## src/rtl/ps2_key_pacer.sv

```systemverilog
// PS/2 event queue that replays HPS key events to the keyboard matrix at a bounded rate.
// Optional typematic-repeat filter: define PS2_PACER_TYPEMATIC_FILTER_EN.
module ps2_key_pacer #(
    parameter int          DEPTH_LOG2 = 4,
    parameter logic [23:0] GAP_CYCLES = 24'd500000
) (
    input  logic                clk_sys,
    input  logic                reset,
    input  logic [10:0]         ps2_key_in,
    output logic [10:0]         ps2_key_out,
    output logic                busy,
    output logic                overflow,
    output logic [DEPTH_LOG2:0] level
);
    localparam int DEPTH = 1 << DEPTH_LOG2;

    typedef enum logic {IDLE, GAP} state_t;

    state_t                state;
    state_t                state_nxt;
    logic [23:0]           gap_cnt;
    logic                  prev_tog;
    logic [9:0]            mem [DEPTH];
    logic [DEPTH_LOG2-1:0] wr_ptr;
    logic [DEPTH_LOG2-1:0] rd_ptr;
    logic [DEPTH_LOG2:0]   level_nxt;
    logic                  in_event;
    logic                  push_req;
    logic                  push;
    logic                  pop;
    logic                  full;
    logic                  empty;

    // Tracks the toggle even in reset so releasing reset never looks like an event.
    always_ff @(posedge clk_sys)
        prev_tog <= ps2_key_in[10];

    assign in_event = ps2_key_in[10] != prev_tog;
    assign full     = level == (DEPTH_LOG2+1)'(DEPTH);
    assign empty    = level == '0;
    assign pop      = (state == IDLE) && !empty;
    assign push     = push_req && (!full || pop);

`ifdef PS2_PACER_TYPEMATIC_FILTER_EN
    logic [511:0] held;
    logic [8:0]   key_idx;

    assign key_idx  = ps2_key_in[8:0];
    // Repeated makes of a key already down are swallowed before the FIFO.
    assign push_req = in_event && !(ps2_key_in[9] && held[key_idx]);

    always_ff @(posedge clk_sys) begin
        if (reset) begin
            held <= '0;
        end else if (in_event) begin
            if (!ps2_key_in[9])
                held[key_idx] <= 1'b0;
            else if (push)
                held[key_idx] <= 1'b1;
        end
    end
`else
    assign push_req = in_event;
`endif

    always_comb begin
        level_nxt = level;
        if (push && !pop)
            level_nxt = level + (DEPTH_LOG2+1)'(1);
        else if (pop && !push)
            level_nxt = level - (DEPTH_LOG2+1)'(1);
        state_nxt = state;
        case (state)
            IDLE: if (pop) state_nxt = GAP;
            GAP:  if (gap_cnt == 24'd0) state_nxt = IDLE;
            default: state_nxt = IDLE;
        endcase
    end

    always_ff @(posedge clk_sys)
        if (push)
            mem[wr_ptr] <= ps2_key_in[9:0];

    always_ff @(posedge clk_sys) begin
        if (reset) begin
            state       <= IDLE;
            gap_cnt     <= 24'd0;
            wr_ptr      <= '0;
            rd_ptr      <= '0;
            level       <= '0;
            ps2_key_out <= 11'h000;
            busy        <= 1'b0;
            overflow    <= 1'b0;
        end else begin
            state <= state_nxt;
            level <= level_nxt;
            busy  <= (level_nxt != '0) || (state_nxt != IDLE);
            if (push)
                wr_ptr <= wr_ptr + DEPTH_LOG2'(1);
            if (push_req && !push)
                overflow <= 1'b1;
            if (pop) begin
                ps2_key_out <= {~ps2_key_out[10], mem[rd_ptr]};
                rd_ptr      <= rd_ptr + DEPTH_LOG2'(1);
                gap_cnt     <= GAP_CYCLES - 24'd1;
            end else if (state == GAP && gap_cnt != 24'd0) begin
                gap_cnt <= gap_cnt - 24'd1;
            end
        end
    end
endmodule

```

## config.mk

```make
export PLATFORM = sky130hd
export DESIGN_NAME = ps2_key_pacer
export DESIGN_NICKNAME = d
export VERILOG_FILES = /design/src/rtl/ps2_key_pacer.sv
export SDC_FILE = /design/constraint.sdc
export NUM_CORES = 1
export LEC_CHECK = 0
export ABC_AREA = 1
export CAP_MARGIN = 20
export CELL_PAD_IN_SITES_DETAIL_PLACEMENT = 0
export CELL_PAD_IN_SITES_GLOBAL_PLACEMENT = 1
export CORE_MARGIN = 3
export CORE_UTILIZATION = 52
export CTS_CLUSTER_SIZE = 12
export DETAILED_ROUTE_END_ITERATION = 10
export PLACE_DENSITY = 0.88
export SYNTH_ARGS = -nofsm -noshare
export SYNTH_HDL_FRONTEND = slang
export SYNTH_SLANG_ARGS = --single-unit
```

## constraint.sdc

```tcl
create_clock -name clk_sys -period 5.2 [get_ports clk_sys]
set_input_delay 1.56 -clock clk_sys [delete_from_list [all_inputs] [get_ports clk_sys]]
set_output_delay 1.56 -clock clk_sys [all_outputs]
set_load 0.03 [all_outputs]
```

==> impl_results.md, run 1 <==
* Outcome: finished clean
* Int Pwr at 0.00354 W
* DRC Markers at 0
* Boundary Pins at 31
* Sw Share at 0.374
* Mapped cell area at 9020 µm²
* Worst path buffer plus inverter count at 1
* Data arrival, critical path at 1.86 ns
* Worst-margin pin slew at 0.871 ns
* Die H at 138 µm
* Worst-path fanout max at 9
* DP Wirelength at 13800 µm
* Critical path's slowest cell: clkdlybuf4s50_1
* Final period utilization at 0.657
* Hold crit path type: flip-flop to flip-flop
* WP data required at 3.64 ns
* Final Setup Violations at 0
* Final non-filler cell total at 1114
* Core area at 16800 µm²
* First-pass DRT Iterations at 5
* Final worst slack at 1.78 ns
* Top-count cell post-synth: nor2_1
* Post-Syn Area per Cell at 10.5 µm²
* PwrDens at 553 nW/µm²
* Initial Util at 0.538
* Number of synthesized flops with an enable pin at 160
* Die Wd at 138 µm
* Fillers at 1361
* Ys async rst share at 0
* Worst-Skew Late Latency at 0.54 ns
* Final Max Slew Viols at 0
* Comb power frac at 0.340
* Hold buffer count at cts at 0
* Setup WS pre-CTS at 1.36 ns
* Max VDD drop at 301 µV
* CP max stage delay at 0.76 ns
* TritonCTS Buffers at 24
* Grt met1 use at 0.307
* Min cycle time layout at 3.42 ns
* Distinct cells, synth at 39
* GRT Total Usage at 0.231
* WS Path Type: flip-flop to primary output
* Seq/Total Area, Yosys at 0.648
* Cts repair resizes at 0
* Slew Limit Headroom at 0.417
* Clock Skew at 0.0244 ns
* CP Launch Type: flip-flop
* Final hold violations at 0
* Layout cell share with drive strength beyond 1 at 0.0705
* WP depth at 1
* MaxCap Viol Count at 0
* Grt met3 use at 0.0380
* Crit path max-delay family: buffers and inverters
* Synth Instances at 858
* Grt total ovfl at 0
* Setup_tns at 0 ns
* # clock sinks at 212
* Area of the die at 19000 µm²
* Reg2reg path depth at 7
* CTS tree: yes
* Row cnt at 47
* Crit end category: primary output
* Top cells by area, synth: edfxtp_1, dfxtp_1, nor2_1, o21ai_0, nand2_1
* Synth warn at 0
* M2 GR Usage at 0.378
* Worst-path clk slew at 0.06 ns
* Vias in the first global route at 6330
* 1st-iter DRT viols at 593
* Post-Place Cells at 1070
* Seq cells post-synth at 212
* Pin count of the biggest net entering global routing at 84
* Nets at 898
* DR vias at 6415
* CTS H-tree depth at 1
* Flop pwr share at 0.371
* Layout Area Growth over Synthesis at 13.2%
* F_max at 293 MHz
* Yosys top cell by area: edfxtp_1
* Bufs on Longest Clock Path at 3
* RSZ-0062 raised after global routing: false
* Postcts setup bufs at 0
* Global-route wire length before repair at 33300 µm
* WL/cell at 19.0 µm
* Synth Net Count at 880
* Via density at 5.76
* IO Port Bufs at 30
* Synth Flop Type: edfxtp_1
* Gr busiest metal: met2
* Post-DRT Antenna Nets at 0
* Top cells by count, synth: nor2_1, edfxtp_1, o21ai_0
* Critical Path, Cell by Cell: clkdlybuf4s50_1
* Final core occ at 0.609
* Clk pwr share at 0.289
* GP Congestion at 0.893
* Leakage at 3.59 nW
* Post-synth top area share at 0.533
* CTS root buffer: clkbuf_16
* Initial antenna violation count at 0
* Antenna Diode Count at 0
* Routed Wire Length at 21200 µm
* Net Switching at 0.00211 W
* Hold Path Depth at 1
registers in the layout, indices dropped and copies added, names as in the netlist:
signal / count
ps2_key_out: 11
wr_ptr: 4
level: 5
state: 1
mem: 160
overflow: 1
gap_cnt: 24
prev_tog: 1
rd_ptr: 4
busy: 1
placed cells by master, fill, tap and decap left out, types with 6 or more instances in the layout:
cell type / count
inv_2: 6
nand2_1: 88
clkdlybuf4s50_1: 30
nor2_1: 184
edfxtp_1: 160
o21ai_0: 102
nand4_1: 8
xnor2_1: 6
ha_1: 9
o211ai_1: 36
a21oi_1: 22
dfxtp_1: 50
clkbuf_16: 24
inv_1: 46
nor2_2: 6
clkbuf_1: 8
o22ai_1: 10
nor3_1: 6
nand3_1: 37
o221ai_1: 10
layout make-up:
| class | instances | area, µm² | share of cell area |
|---|---|---|---|
| Clock buffer | 33 | 644 | 0.0631 |
| Clock inverter | 11 | 131 | 0.0129 |
| Inverter | 53 | 199 | 0.0195 |
| Multi-Input combinational cell | 551 | 2780 | 0.272 |
| Sequential cell | 212 | 5850 | 0.573 |
| Tap cell | 220 | 275 | 0.0270 |
| Timing Repair Buffer | 34 | 330 | 0.0324 |
path summary, 6_finish.rpt:
kind,start,to,slack [ns]
min,ps2_key_out[10],ps2_key_out[10],0.45
max,level[2],level[2],1.78
max reg2reg,level[0],mem[5][0],2.67
min reg2reg,ps2_key_out[10],ps2_key_out[10],0.45
routing by layer:
layer  share of wire  wire length (µm)
met5               0                 0
met4           0.035               739
met3           0.062              1310
met2            0.49             10300
met1            0.42              8820
logic make-up (layout without fill, tap and decap cells):
family	Yosys count	in the layout	synth area share
xor+xnor	10	10	0.00971
simple gates	346	346	0.166
compound gates	186	186	0.120
flops	212	212	0.648
buf+inv	95	131	0.0436
fa+ha+maj	9	9	0.0125
metrics by stage:
stage                     hold slack (ns)  cell area, µm²  power [W]
after floorplan                     0.452            9020    0.00352
after CTS                           0.460           10200    0.00566
after global placement              0.444            9430    0.00398
final                               0.454           10200    0.00565
after detailed placement            0.450            9430    0.00403
after global routing                0.496           10200    0.00600
power by group through the flow:
stage               sequential (W)  combinational (W)  clock [W]
floorplan                  0.00220            0.00132          0
global placement           0.00212            0.00186          0
detailed placement         0.00212            0.00190          0
CTS                        0.00209            0.00191    0.00166
global route               0.00211            0.00216    0.00173
finish                     0.00209            0.00192    0.00163
Power figures use the tool's default switching activity.
==> inputs of run 2 (changes only) <==
--- a/config.mk
+++ b/config.mk
@@ -10,10 +10,10 @@
 export CELL_PAD_IN_SITES_DETAIL_PLACEMENT = 0
 export CELL_PAD_IN_SITES_GLOBAL_PLACEMENT = 1
 export CORE_MARGIN = 3
-export CORE_UTILIZATION = 52
+export CORE_UTILIZATION = 44
 export CTS_CLUSTER_SIZE = 12
 export DETAILED_ROUTE_END_ITERATION = 10
-export PLACE_DENSITY = 0.88
+export PLACE_DENSITY = 0.79
 export SYNTH_ARGS = -nofsm -noshare
 export SYNTH_HDL_FRONTEND = slang
 export SYNTH_SLANG_ARGS = --single-unit
==> constraint.sdc (replaced) <==
create_clock -name clk_sys -period 3.1 [get_ports clk_sys]
set_input_delay 0.93 -clock clk_sys [delete_from_list [all_inputs] [get_ports clk_sys]]
set_output_delay 0.93 -clock clk_sys [all_outputs]
set_load 0.03 [all_outputs]
==> run 2 against run 1 <==
First-iteration DRC count down 21%. Combinational power up 72%. Worst hold slack got worse by 0.0015 ns. Count of clock-buffer cells in the layout grew 3. Sequential share of layout area down 1.5 points. Die area up 17%.
==> impl_results.md, run 2 (same netlist as run 1, synthesis figures left out) <==
* Worst-path fanout max at 9
* First-pass DRT Iterations at 5
* Clock Skew at 0.0227 ns
* IO Port Bufs at 30
* Leading cell types in the layout, fill and taps excluded: nor2_1, edfxtp_1, o21ai_0, nand2_1, dfxtp_1
* Postcts setup bufs at 0
* Die H at 149 µm
* Int Pwr at 0.00599 W
* GRT Total Usage at 0.195
* Initial Util at 0.456
* # clock sinks at 212
* Worst path buffer plus inverter count at 1
* Net Switching at 0.00364 W
* PwrDens at 919 nW/µm²
* DP Wirelength at 13800 µm
* CP Launch Type: flip-flop
* Comb power frac at 0.344
* DRC Markers at 0
* Design area at 10500 µm²
* Post-DRT Antenna Nets at 0
* Die Wd at 149 µm
* Final Max Slew Viols at 0
* Vias in the first global route at 6222
* Total power at 0.00964 W
* Largest register FFs at 160
* Placed cell area at 9690 µm²
* Global-route wire length before repair at 33700 µm
* Commonest non-fill, non-tap cell in the layout: nor2_1
* Data arrival, critical path at 1.87 ns
* CTS H-tree depth at 1
* GP Congestion at 0.845
* Crit path max-delay family: buffers and inverters
* Cts repair resizes at 0
* Row cnt at 51
* 1st-iter DRT viols at 470
* Setup_tns at 0 ns
* RSZ-0062 raised after global routing: false
* Worst-margin pin slew at 0.828 ns
* Largest registers: mem (160), gap_cnt (24), ps2_key_out (11)
* Outcome: finished clean
* CP max stage delay at 0.76 ns
* TritonCTS Buffers at 24
* Area of the die at 22200 µm²
* CTS tree: yes
* Routed Wire Length at 21600 µm
* Flop pwr share at 0.369
* Via density at 5.39
* Antenna Diode Count at 0
* Bufs on Longest Clock Path at 3
* CTS root buffer: clkbuf_16
* Worst-Skew Late Latency at 0.53 ns
* MaxCap Viol Count at 0
* Most flops, register: mem
* Crit end category: primary output
* Worst-path clk slew at 0.06 ns
* Pin count of the biggest net entering global routing at 83
* DR vias at 6382
* Slew Limit Headroom at 0.446
* WS Path Type: flip-flop to primary output
* Initial antenna violation count at 0
* Leakage at 3.75 nW
* Critical path's slowest cell: clkdlybuf4s50_1
* Min cycle time layout at 2.80 ns
* Layout Area Growth over Synthesis at 16.3%
* Core area at 19800 µm²
* WL/cell at 18.3 µm
* Grt total ovfl at 0
* Final worst slack at 0.300 ns
* Clk pwr share at 0.287
* Setup WS pre-CTS at 0.336 ns
* Sw Share at 0.378
* Final period utilization at 0.903
* Hold buffer count at cts at 0
* Max VDD drop at 520 µV
* Nets at 923
* Final hold violations at 0
* Boundary Pins at 31
* F_max at 357 MHz
* Critical Path, Cell by Cell: clkdlybuf4s50_1
* Final Setup Violations at 0
* Layout cell share with drive strength beyond 1 at 0.0990
* WP data required at 2.17 ns
* Hold crit path type: flip-flop to flip-flop
[run 2: worst reg2reg max path: stages, from the launching register on]
cell	delay [ns]
dfxtp_2	0.62
inv_1	0.48
o21ai_0	0.26
o22ai_1	0.13
o211ai_1	0.38
nand3_1	0.16
nand2_1	0.09
inv_1	0.03
[run 2: final cells by class]
| class | count | area (µm²) |
|---|---|---|
| sequential | 212 | 5850 |
| multi-input combinational | 551 | 2780 |
| clock inverter | 8 | 93.8 |
| timing repair buffer | 59 | 531 |
| tap | 265 | 332 |
| clock buffer | 36 | 702 |
| fill | 1800 | 9300 |
| inverter | 53 | 199 |
[run 2: final timing paths]
check             startpoint         endpoint  slack [ns]  cells past startpoint
min          ps2_key_out[10]  ps2_key_out[10]        0.45                      1
min reg2reg  ps2_key_out[10]  ps2_key_out[10]        0.45                      1
max reg2reg        rd_ptr[1]   ps2_key_out[4]        0.86                      7
max                 level[2]         level[2]        0.30                      1
[run 2: per-layer routing]
metal / routed length [µm] / share of wire / vias to the layer above / GRT usage
met5: 0 / 0 / - / 0
met4: 664 / 0.031 / 0 / 0.0636
met3: 1340 / 0.062 / 49 / 0.0337
met2: 10300 / 0.48 / 223 / 0.321
met1: 9330 / 0.43 / 3014 / 0.266
li1: - / - / 3096 / -
[run 2: power groups by stage]
stage | clock network, W | registers (W) | logic (W)
after floorplan | 0 | 0.00369 | 0.00221
after global placement | 0 | 0.00362 | 0.00330
after detailed placement | 0 | 0.00361 | 0.00331
after CTS | 0.00284 | 0.00356 | 0.00332
after global routing | 0.00295 | 0.00359 | 0.00372
final | 0.00277 | 0.00356 | 0.00331
[run 2: through the flow]
| stage | hold slack, ns | utilization | cells |
|---|---|---|---|
| 3_5_place_dp | 0.444 | 0.490 | 1140 |
| 5_1_grt | 0.464 | 0.530 | 1184 |
| 6_report | 0.452 | 0.530 | 1184 |
| 4_1_cts | 0.455 | 0.530 | 1184 |
| 2_1_floorplan | 0.452 | - | 858 |
| 3_3_place_gp | 0.439 | 0.490 | 1140 |
